File: src/rtl/vram_arbiter.sv
// Purpose : slot scheduler for the VDP's single-port VRAM, shared by tile fetch and CPU.
// Latency : issue on a slot_en edge, capture on the next slot_en edge (read ack one slot after grant).
// Backpres: posted writes are buffered in a WFIFO_DEPTH FIFO, and a push while full is dropped and sets a sticky flag.
//           CPU reads are req/ack and are granted only in a CPU slot with the FIFO empty.
//
// Ports:
//   i_clk, i_rst_n         clock, asynchronous active-low reset
//   i_slot_en/line_start   slot advance strobe / restart at slot 0
//   i_blank                every slot belongs to the CPU while high
//   i_disp_addr            display fetch address for the slot being entered
//   o_disp_slot            current slot index
//   o_disp_rdata/_rvalid   display read data and its 1-clk update pulse
//   i_cpu_rd_req/_addr     CPU read request, held until o_cpu_rd_ack
//   o_cpu_rd_ack/o_cpu_rdata  1-clk ack pulse and held read data
//   i_cpu_wr_req/_addr/_data  1-clk posted-write push
//   o_cpu_wr_full/_overflow   FIFO full and sticky dropped-push flag
//   o_mem_addr/_we/_wdata  registered VRAM controls, held for the whole slot
//   i_mem_rdata            VRAM read data, valid one clk after the address is sampled
module vram_arbiter #(
  parameter int ADDR_WIDTH  = 15,
  parameter int DATA_WIDTH  = 8,
  parameter int SLOTS       = 8,
  parameter int DISP_SLOTS  = 6,
  parameter int WFIFO_DEPTH = 4,
  localparam int SLOT_W     = $clog2(SLOTS),
  localparam int PTR_W      = $clog2(WFIFO_DEPTH),
  localparam int CNT_W      = PTR_W + 1
) (
  input  logic                  i_clk,
  input  logic                  i_rst_n,
  input  logic                  i_slot_en,
  input  logic                  i_line_start,
  input  logic                  i_blank,
  input  logic [ADDR_WIDTH-1:0] i_disp_addr,
  output logic [SLOT_W-1:0]     o_disp_slot,
  output logic [DATA_WIDTH-1:0] o_disp_rdata,
  output logic                  o_disp_rvalid,
  input  logic                  i_cpu_rd_req,
  input  logic [ADDR_WIDTH-1:0] i_cpu_rd_addr,
  output logic                  o_cpu_rd_ack,
  output logic [DATA_WIDTH-1:0] o_cpu_rdata,
  input  logic                  i_cpu_wr_req,
  input  logic [ADDR_WIDTH-1:0] i_cpu_wr_addr,
  input  logic [DATA_WIDTH-1:0] i_cpu_wr_data,
  output logic                  o_cpu_wr_full,
  output logic                  o_cpu_wr_overflow,
  output logic [ADDR_WIDTH-1:0] o_mem_addr,
  output logic                  o_mem_we,
  output logic [DATA_WIDTH-1:0] o_mem_wdata,
  input  logic [DATA_WIDTH-1:0] i_mem_rdata
);

  logic [SLOT_W-1:0]     r_slot;
  logic                  r_disp_pend;    // slot just issued was a display read
  logic                  r_rd_inflight;  // slot just issued was the CPU read

  logic [ADDR_WIDTH-1:0] r_fifo_addr [WFIFO_DEPTH];
  logic [DATA_WIDTH-1:0] r_fifo_data [WFIFO_DEPTH];
  logic [PTR_W-1:0]      r_wptr;
  logic [PTR_W-1:0]      r_rptr;
  logic [CNT_W-1:0]      r_count;

  logic [SLOT_W-1:0]     w_next_slot;
  logic                  w_disp_owner;
  logic                  w_full;
  logic                  w_empty;
  logic                  w_push;
  logic                  w_pop;
  logic                  w_grant;

  // SLOTS is a power of two, so the natural wrap of the counter gives mod SLOTS.
  assign w_next_slot  = i_line_start ? '0 : r_slot + 1'b1;
  assign w_disp_owner = ({1'b0, w_next_slot} < (SLOT_W+1)'(DISP_SLOTS)) && !i_blank;

  // Full/empty come from the count before this edge: a push while full is dropped even if
  // a pop happens on the same edge, and a push into an empty FIFO cannot be popped at once.
  assign w_full  = (r_count == CNT_W'(WFIFO_DEPTH));
  assign w_empty = (r_count == '0);
  assign w_push  = i_cpu_wr_req && !w_full;
  assign w_pop   = i_slot_en && !w_disp_owner && !w_empty;
  // Posted writes always win the CPU slot so a read sees every earlier write.
  assign w_grant = i_slot_en && !w_disp_owner && w_empty && i_cpu_rd_req && !r_rd_inflight;

  assign o_disp_slot   = r_slot;
  assign o_cpu_wr_full = w_full;

  always_ff @(posedge i_clk or negedge i_rst_n) begin
    if (!i_rst_n) begin
      r_slot        <= '0;
      r_disp_pend   <= 1'b0;
      r_rd_inflight <= 1'b0;
      o_mem_addr    <= '0;
      o_mem_we      <= 1'b0;
      o_mem_wdata   <= '0;
      o_disp_rdata  <= '0;
      o_disp_rvalid <= 1'b0;
      o_cpu_rdata   <= '0;
      o_cpu_rd_ack  <= 1'b0;
    end else begin
      o_disp_rvalid <= 1'b0;
      o_cpu_rd_ack  <= 1'b0;
      if (i_slot_en) begin
        r_slot <= w_next_slot;
        // Capture the read issued in the slot that is ending.
        if (r_disp_pend) begin
          o_disp_rdata  <= i_mem_rdata;
          o_disp_rvalid <= 1'b1;
        end
        if (r_rd_inflight) begin
          o_cpu_rdata  <= i_mem_rdata;
          o_cpu_rd_ack <= 1'b1;
        end
        // Issue for the slot being entered.
        r_disp_pend   <= w_disp_owner;
        r_rd_inflight <= w_grant;
        o_mem_we      <= w_pop;
        if (w_disp_owner) begin
          o_mem_addr <= i_disp_addr;
        end else if (w_pop) begin
          o_mem_addr  <= r_fifo_addr[r_rptr];
          o_mem_wdata <= r_fifo_data[r_rptr];
        end else if (w_grant) begin
          o_mem_addr <= i_cpu_rd_addr;
        end
      end
    end
  end

  always_ff @(posedge i_clk or negedge i_rst_n) begin
    if (!i_rst_n) begin
      r_wptr            <= '0;
      r_rptr            <= '0;
      r_count           <= '0;
      o_cpu_wr_overflow <= 1'b0;
    end else begin
      if (w_push) r_wptr <= r_wptr + 1'b1;
      if (w_pop)  r_rptr <= r_rptr + 1'b1;
      if (i_cpu_wr_req && w_full) o_cpu_wr_overflow <= 1'b1;
      case ({w_push, w_pop})
        2'b10:   r_count <= r_count + 1'b1;
        2'b01:   r_count <= r_count - 1'b1;
        default: r_count <= r_count;
      endcase
    end
  end

  // Storage needs no reset: entries are only read behind the write pointer.
  always_ff @(posedge i_clk) begin
    if (w_push) begin
      r_fifo_addr[r_wptr] <= i_cpu_wr_addr;
      r_fifo_data[r_wptr] <= i_cpu_wr_data;
    end
  end

endmodule

File: config.mk
export PLATFORM = sky130hd
export DESIGN_NAME = vram_arbiter
export DESIGN_NICKNAME = d
export VERILOG_FILES = /design/src/rtl/vram_arbiter.sv
export SDC_FILE = /design/constraint.sdc
export NUM_CORES = 1
export LEC_CHECK = 0
export ABC_CLOCK_PERIOD_IN_PS = 4300
export BUFFER_PORTS_ARGS = -buffer_cell sky130_fd_sc_hd__buf_2
export CAP_MARGIN = 25
export CORE_MARGIN = 8
export CORE_UTILIZATION = 45
export DETAILED_ROUTE_END_ITERATION = 10
export GPL_TIMING_DRIVEN = 0
export PLACE_DENSITY = 0.79
export SLEW_MARGIN = 15
export SYNTH_ARGS = -nofsm -noshare
export SYNTH_HDL_FRONTEND = slang
export SYNTH_SLANG_ARGS = --single-unit
File: constraint.sdc
create_clock -name i_clk -period 4.3 [get_ports i_clk]
set_clock_uncertainty 0.15 [all_clocks]
set_input_delay 0.43 -clock i_clk [delete_from_list [all_inputs] [get_ports i_clk]]
set_output_delay 0.43 -clock i_clk [all_outputs]
set_load 0.05 [all_outputs]
; ---- After elaboration in Yosys (flattened, before gate mapping)
; Memory sizes are Yosys's and may differ from the RTL's. A register that Yosys moved wholly into a read port is not among the register bits.
; Cells that the tools add are included.
[totals]
register_bits = 47
ram_bits = 92
in_bits = 68
output_inout_bits = 47
wordCells = 57
memories = 2
[classes]
add_sub_neg = 5
magnitude_cmp = 1
eq_ne = 3
muxes = 11
bitwise_logic = 1
reduce_logical = 21
[memory_table]
columns = name, words, width, rd, rd_ports_with_merged_regs, wr, line
row1 = r_fifo_addr, 4, 15, 1, 0, 1, 57  ; logic [ADDR_WIDTH-1:0] r_fifo_addr [WFIFO_DEPTH];
row2 = r_fifo_data, 4, 8, 1, 1, 1, 58  ; logic [DATA_WIDTH-1:0] r_fifo_data [WFIFO_DEPTH];
[ops]
columns = cell, n
row1 = 15-bit two-way mux, 3
row2 = 1-bit logical AND, 8
row3 = "3-bit by 1-bit adder with 3-bit output, second input constant", 2
row4 = 1-bit zero test, 6
row5 = 1-bit two-way mux, 6
row6 = 3-bit one-hot mux with 2 select lines, 1
row7 = 2-bit AND reduction, 3
row8 = "2-bit by 1-bit adder with 2-bit output, second input constant", 2
row9 = "3-bit == test, second input constant", 1
row10 = 3-bit zero test, 1
row11 = "3-bit < comparator, second input constant", 1
row12 = 3-bit two-way mux, 1
row13 = 3-bit AND reduction, 1
row14 = 3-bit nonzero test, 1
row15 = "3-bit by 1-bit subtractor with 3-bit output, second input constant", 1
row16 = "2-bit by 1-bit == test with 1-bit output, second input constant", 1
row17 = "2-bit == test, second input constant", 1
row18 = 2-bit nonzero test, 1
row19 = 1-bit NOT, 1

; ---- Longest topological paths before layout
[depth]
ltp_word = 12
mapped_depth = 11
depth_no_buf = 10

; ---- Worst setup path after synthesis
; OpenSTA, ideal clock, no wires.
[synth_path]
path_type = register to register
start = reg r_slot[0] (netlist: o_disp_slot[0])
end = reg r_count[2]
setup_ns = 0.079
arrival_time_ns = 2.813
t_required_ns = 4.071
setup_slack_ns = 1.258
stages_incl_launch_ff = 12
path_buffers = 1
synth_period_minus_slack_ns = 3.042
path_cell_list = dfrtp_1 > ha_1 > nor2b_1 > clkbuf_1 > a21oi_2 > nor2_2 > ha_1 > inv_1 > fa_1 > xor2_1 > nor2_1 > xor2_1
[synth_via]
elab_chain_cells = 9
elab_cells_between_ends = 11
classes_between = add/sub: 1 / order compare: 1 / eq/ne: 2 / mux: 2 / reduce/logical: 5
[synth_rtl]
columns = item, line
row1 = "start, declared", 53  ; logic [SLOT_W-1:0] r_slot;
row2 = "start signal, assigned", 103  ; r_slot <= w_next_slot;
row3 = 3-bit by 1-bit adder with 3-bit output *, 72  ; assign w_next_slot = i_line_start ? '0 : r_slot + 1'b1;
row4 = 3-bit two-way mux *, 72
row5 = 3-bit < comparator *, 73  ; assign w_disp_owner = ({1'b0, w_next_slot} < (SLOT_W+1)'(DISP_SLOTS)) && !i_blank;
row6 = 1-bit logical AND *, 73
row7 = 1-bit zero test *, 80  ; assign w_pop = i_slot_en && !w_disp_owner && !w_empty;
row8 = 1-bit logical AND * (2 in a row), 80
row9 = via w_pop, 68  ; logic w_pop;
row10 = 2-bit by 1-bit == test with 1-bit output / 2-bit == test (equally long branches), 139  ; case ({w_push, w_pop})
row11 = 3-bit one-hot mux with 2 select lines / 2-bit nonzero test (equally long branches), -
row12 = "end signal, assigned", 140  ; 2'b10: r_count <= r_count + 1'b1;
row13 = "end signal, assigned", 141  ; 2'b01: r_count <= r_count - 1'b1;
row14 = "end signal, assigned", 142  ; default: r_count <= r_count;
row15 = "end, declared", 61  ; logic [CNT_W-1:0] r_count;
; The timed path passes the listed nets; every way through them passes the cells marked *.
; A chain may end at the register's enable or synchronous reset.

; ---- Worst setup path after layout
; Same ends and word-level chain as after synthesis.

==> summary.txt <==
=================================================================================
Run status                                                           complete, no violations
DIE HEIGHT                                                                 131 um
Portion of total power attributed to the clock network                      27.1%
# port buffers                                                                113
Critical Path End Type                                                       flop
Setup fix buffers added after clock tree synthesis                              0
Routed met1 length                                                        5550 um
Post-Synthesis Net Count                                                      417
Synthesis-stage register bit count                                            147
# DRC                                                                           0
Path depth of the worst reg2reg path                                           11
Final hold vios                                                                 0
Clock tree sinks                                                              147
Worst setup path category                                              reg -> reg
Master cell of the clock root buffer                                 sky130_fd_sc_hd__clkbuf_16
Cell type with the highest aggregate area in the netlist             sky130_fd_sc_hd__edfxtp_1
Portion of synthesized cell area occupied by the leading cell type          46.4%
Actual transition at the worst max-transition pin                          767 ps
Final period util                                                           77.5%
Part of the power in combinational logic                                    34.5%
Async S/R FF share, synth                                                   37.4%
Final cell count without fillers                                              669
Largest net degree at the start of global routing                              56
Worst R2R Setup Slack                                                      970 ps
Cell Rows                                                                      42
RSZ-0062 raised after global routing                                        false
Reg-to-reg endpoint                                                    r_count[2]
Number of nets at the end of the flow                                         554
Number of synthesized flops with an enable pin                                 92
Arr. time, crit path                                                      3520 ps
Number of hold buffers added after CTS                                          1
Overflow left after global routing                                              0
Startpoint of the most critical register-to-register path            o_disp_slot[0]
IR Drop Worst-Case VDD                                                     415 uV
Layout cells sized above 1                                                  44.7%
Routed vias/inst                                                             5.15
Number of antenna violations at the first check in global routing               1
Sequential group share of total power                                       38.5%
First-iteration detailed-routing DRC count                                    216
Worst min path class                                                    in -> reg
Total power divided by cell area                                      716 mW/mm^2
Total internal power                                                      3.41 mW
Number of setup violations in the final report                                  0
Fillers                                                                      1012
Count of final max-slew check failures                                          0
Utilization after layout                                                    56.5%
Fraction of the yosys area taken by sequential cells                        69.5%
Area overhead of the layout relative to synthesis                           24.2%
Cells after synthesis                                                         342
Number of top-level design ports                                              115
Mapped Area                                                          0.00596 mm^2
Die Span X                                                                 131 um
Highest clock rate                                                      0.300 GHz
Source-to-sink clock delay at the later pin of the worst-skew pair         410 ps
Met2 wire len                                                             6240 um
Worst Hold Slack                                                          77.6 ps
Worst-path clk slew                                                         60 ps
Highest-count cells in the layout ignoring fill and taps             sky130_fd_sc_hd__buf_2 (115), sky130_fd_sc_hd__edfxtp_1 (92), sky130_fd_sc_hd__dfrtp_1 (55)
Warning count from the yosys run                                                0
Max Fanout on Critical Path                                                    10
Highest signal layer in the routed design                                    met5
Detailed placement HPWL                                                   9350 um
GR Util All Layers                                                          15.9%
Area of the die                                                       0.0172 mm^2
Routability Congestion                                                      0.777
Detailed-route wire length per cell                                       19.6 um
End of the critical path                                               r_count[2]
PostCTS Resize Cnt                                                              0
Via count of the first global-routing pass                                   3736
Number of buffers created by CTS                                               17
Worst slew slack as a fraction of its limit                                 48.8%
Clock Path Buffers                                                              2
Origin of the worst setup path                                       o_disp_slot[0]
WL met3                                                                   1060 um
CP startpoint kind                                                           flop
Core region area                                                      0.0131 mm^2
Post-synth top flop                                                  sky130_fd_sc_hd__edfxtp_1
Fraction of power spent switching nets                                      35.6%
Number of distinct library cells after synthesis                               34
Wire length after detailed routing                                       13100 um
Total Neg Setup Slack                                                        0 ps
Detailed-router iteration count before antenna repair                           6
Routed vias                                                                  3444
Effective utilization at floorplan                                          45.5%
Deepest level of the CTS H-tree                                                 4
Synthesized area per cell                                               17.4 um^2
Most common cell after layout, fill and taps aside                   sky130_fd_sc_hd__buf_2
Cell leakage power                                                        2.96 nW
Post-route antenna net violation count                                          0
Data required time at the worst endpoint                                  4490 ps
Time the worst path needs with I/O delays and setup                       3330 ps
Design Power                                                              5.29 mW
First-pass GRT wire length                                               20100 um
Count of maximum capacitance violations                                         0
Switching pwr                                                             1.89 mW
CTS tree                                                                    built
# placed instances                                                            635
Top area cells in the synthesized netlist                            sky130_fd_sc_hd__edfxtp_1 (46%), sky130_fd_sc_hd__dfrtp_1 (23%), sky130_fd_sc_hd__mux4_2 (8.7%)
=================================================================================
-- Yosys cell counts (all sizes together) (3+ instances only) --
cell type / n
dfrtp: 55
nor2b: 3
a211oi: 15
xor2: 4
ha: 6
clkbuf: 10
mux2: 42
inv: 10
and2: 4
nand2: 34
mux4: 23
edfxtp: 92
a31oi: 15
xnor2: 3
buf: 6
-- flip-flops by register name, indices dropped and copies added, names as in the netlist, 2 cells and up --
register      cells
r_fifo_data      32
r_wptr            2
o_cpu_rdata       8
o_disp_slot       3
r_count           3
o_mem_wdata       8
o_mem_addr       15
r_rptr            2
r_fifo_addr      60
o_disp_rdata      8
-- worst min-delay path by stage --
| stage | start | endpoint | slack, ps | cells past startpoint |
|---|---|---|---|---|
| 5_1_grt | i_cpu_wr_addr[4] | r_fifo_addr[1][4] | 70 | 1 |
| 4_1_cts | i_cpu_wr_addr[3] | r_fifo_addr[0][3] | 60 | 1 |
| 3_5_place_dp | o_cpu_wr_overflow | o_cpu_wr_overflow | 290 | 1 |
| 6_report | i_cpu_wr_addr[5] | r_fifo_addr[0][5] | 80 | 1 |
| 2_1_floorplan | i_rst_n | o_cpu_rd_ack | -20 | 0 |
| 3_3_place_gp | o_cpu_wr_overflow | o_cpu_wr_overflow | 290 | 1 |
-- metrics by stage --
step                      area [um^2]  setup WS (ps)
after floorplan                  5960           1260
after global placement           6740           1070
after detailed placement         6810            951
after CTS                        7390            940
after global routing             7390            705
final                            7400            967
-- metal layers --
layer / global-route usage [%] / vias up
met3: 5.10 / 21
met2: 25.1 / 119
met4: 7.16 / 2
met1: 19.7 / 1715
li1: - / 1587
met5: 0 / -
-- power groups by stage --
stage,Combinational [mW],Sequential [mW],Clock [mW]
global placement,1.77,2.04,0
global route,1.94,2.07,1.51
finish,1.83,2.04,1.43
floorplan,0.815,2.57,0
CTS,1.86,2.04,1.46
detailed placement,1.85,2.06,0
-- cell type report --
cell class | count | area, um^2 | area share, %
multi-input combinational | 169 | 1710 | 23.1
buffer | 16 | 71.3 | 0.964
antenna | 1 | 2.50 | 0.0338
sequential | 147 | 4140 | 56.0
timing repair buffer | 118 | 638 | 8.63
tap | 176 | 220 | 2.98
clock buffer | 20 | 447 | 6.04
inverter | 10 | 37.5 | 0.507
clock inverter | 12 | 133 | 1.79
-- worst max-delay path, cell delays in order (launching register included) --
cell and delay [ps]:
sky130_fd_sc_hd__dfrtp_1 410, sky130_fd_sc_hd__ha_1 280, sky130_fd_sc_hd__nor2b_1 120, sky130_fd_sc_hd__clkbuf_1 330, sky130_fd_sc_hd__a21oi_2 170, sky130_fd_sc_hd__nor2_2 620
sky130_fd_sc_hd__ha_1 310, sky130_fd_sc_hd__inv_1 60, sky130_fd_sc_hd__fa_1 380, sky130_fd_sc_hd__xor2_1 160, sky130_fd_sc_hd__nor2_1 110, sky130_fd_sc_hd__xor2_1 150
-- cell families after synthesis --
kind of cell,count (synthesis),synth area share [%]
AOI/OAI and AO/OA,40,4.79
xor gates and xnor gates,7,1.16
adders and majority gates,7,1.60
buffers and inverters,26,1.83
DFF,147,69.5
muxes,67,17.6
and+or+nand+nor,48,3.55
Power figures use the tool's default switching activity.
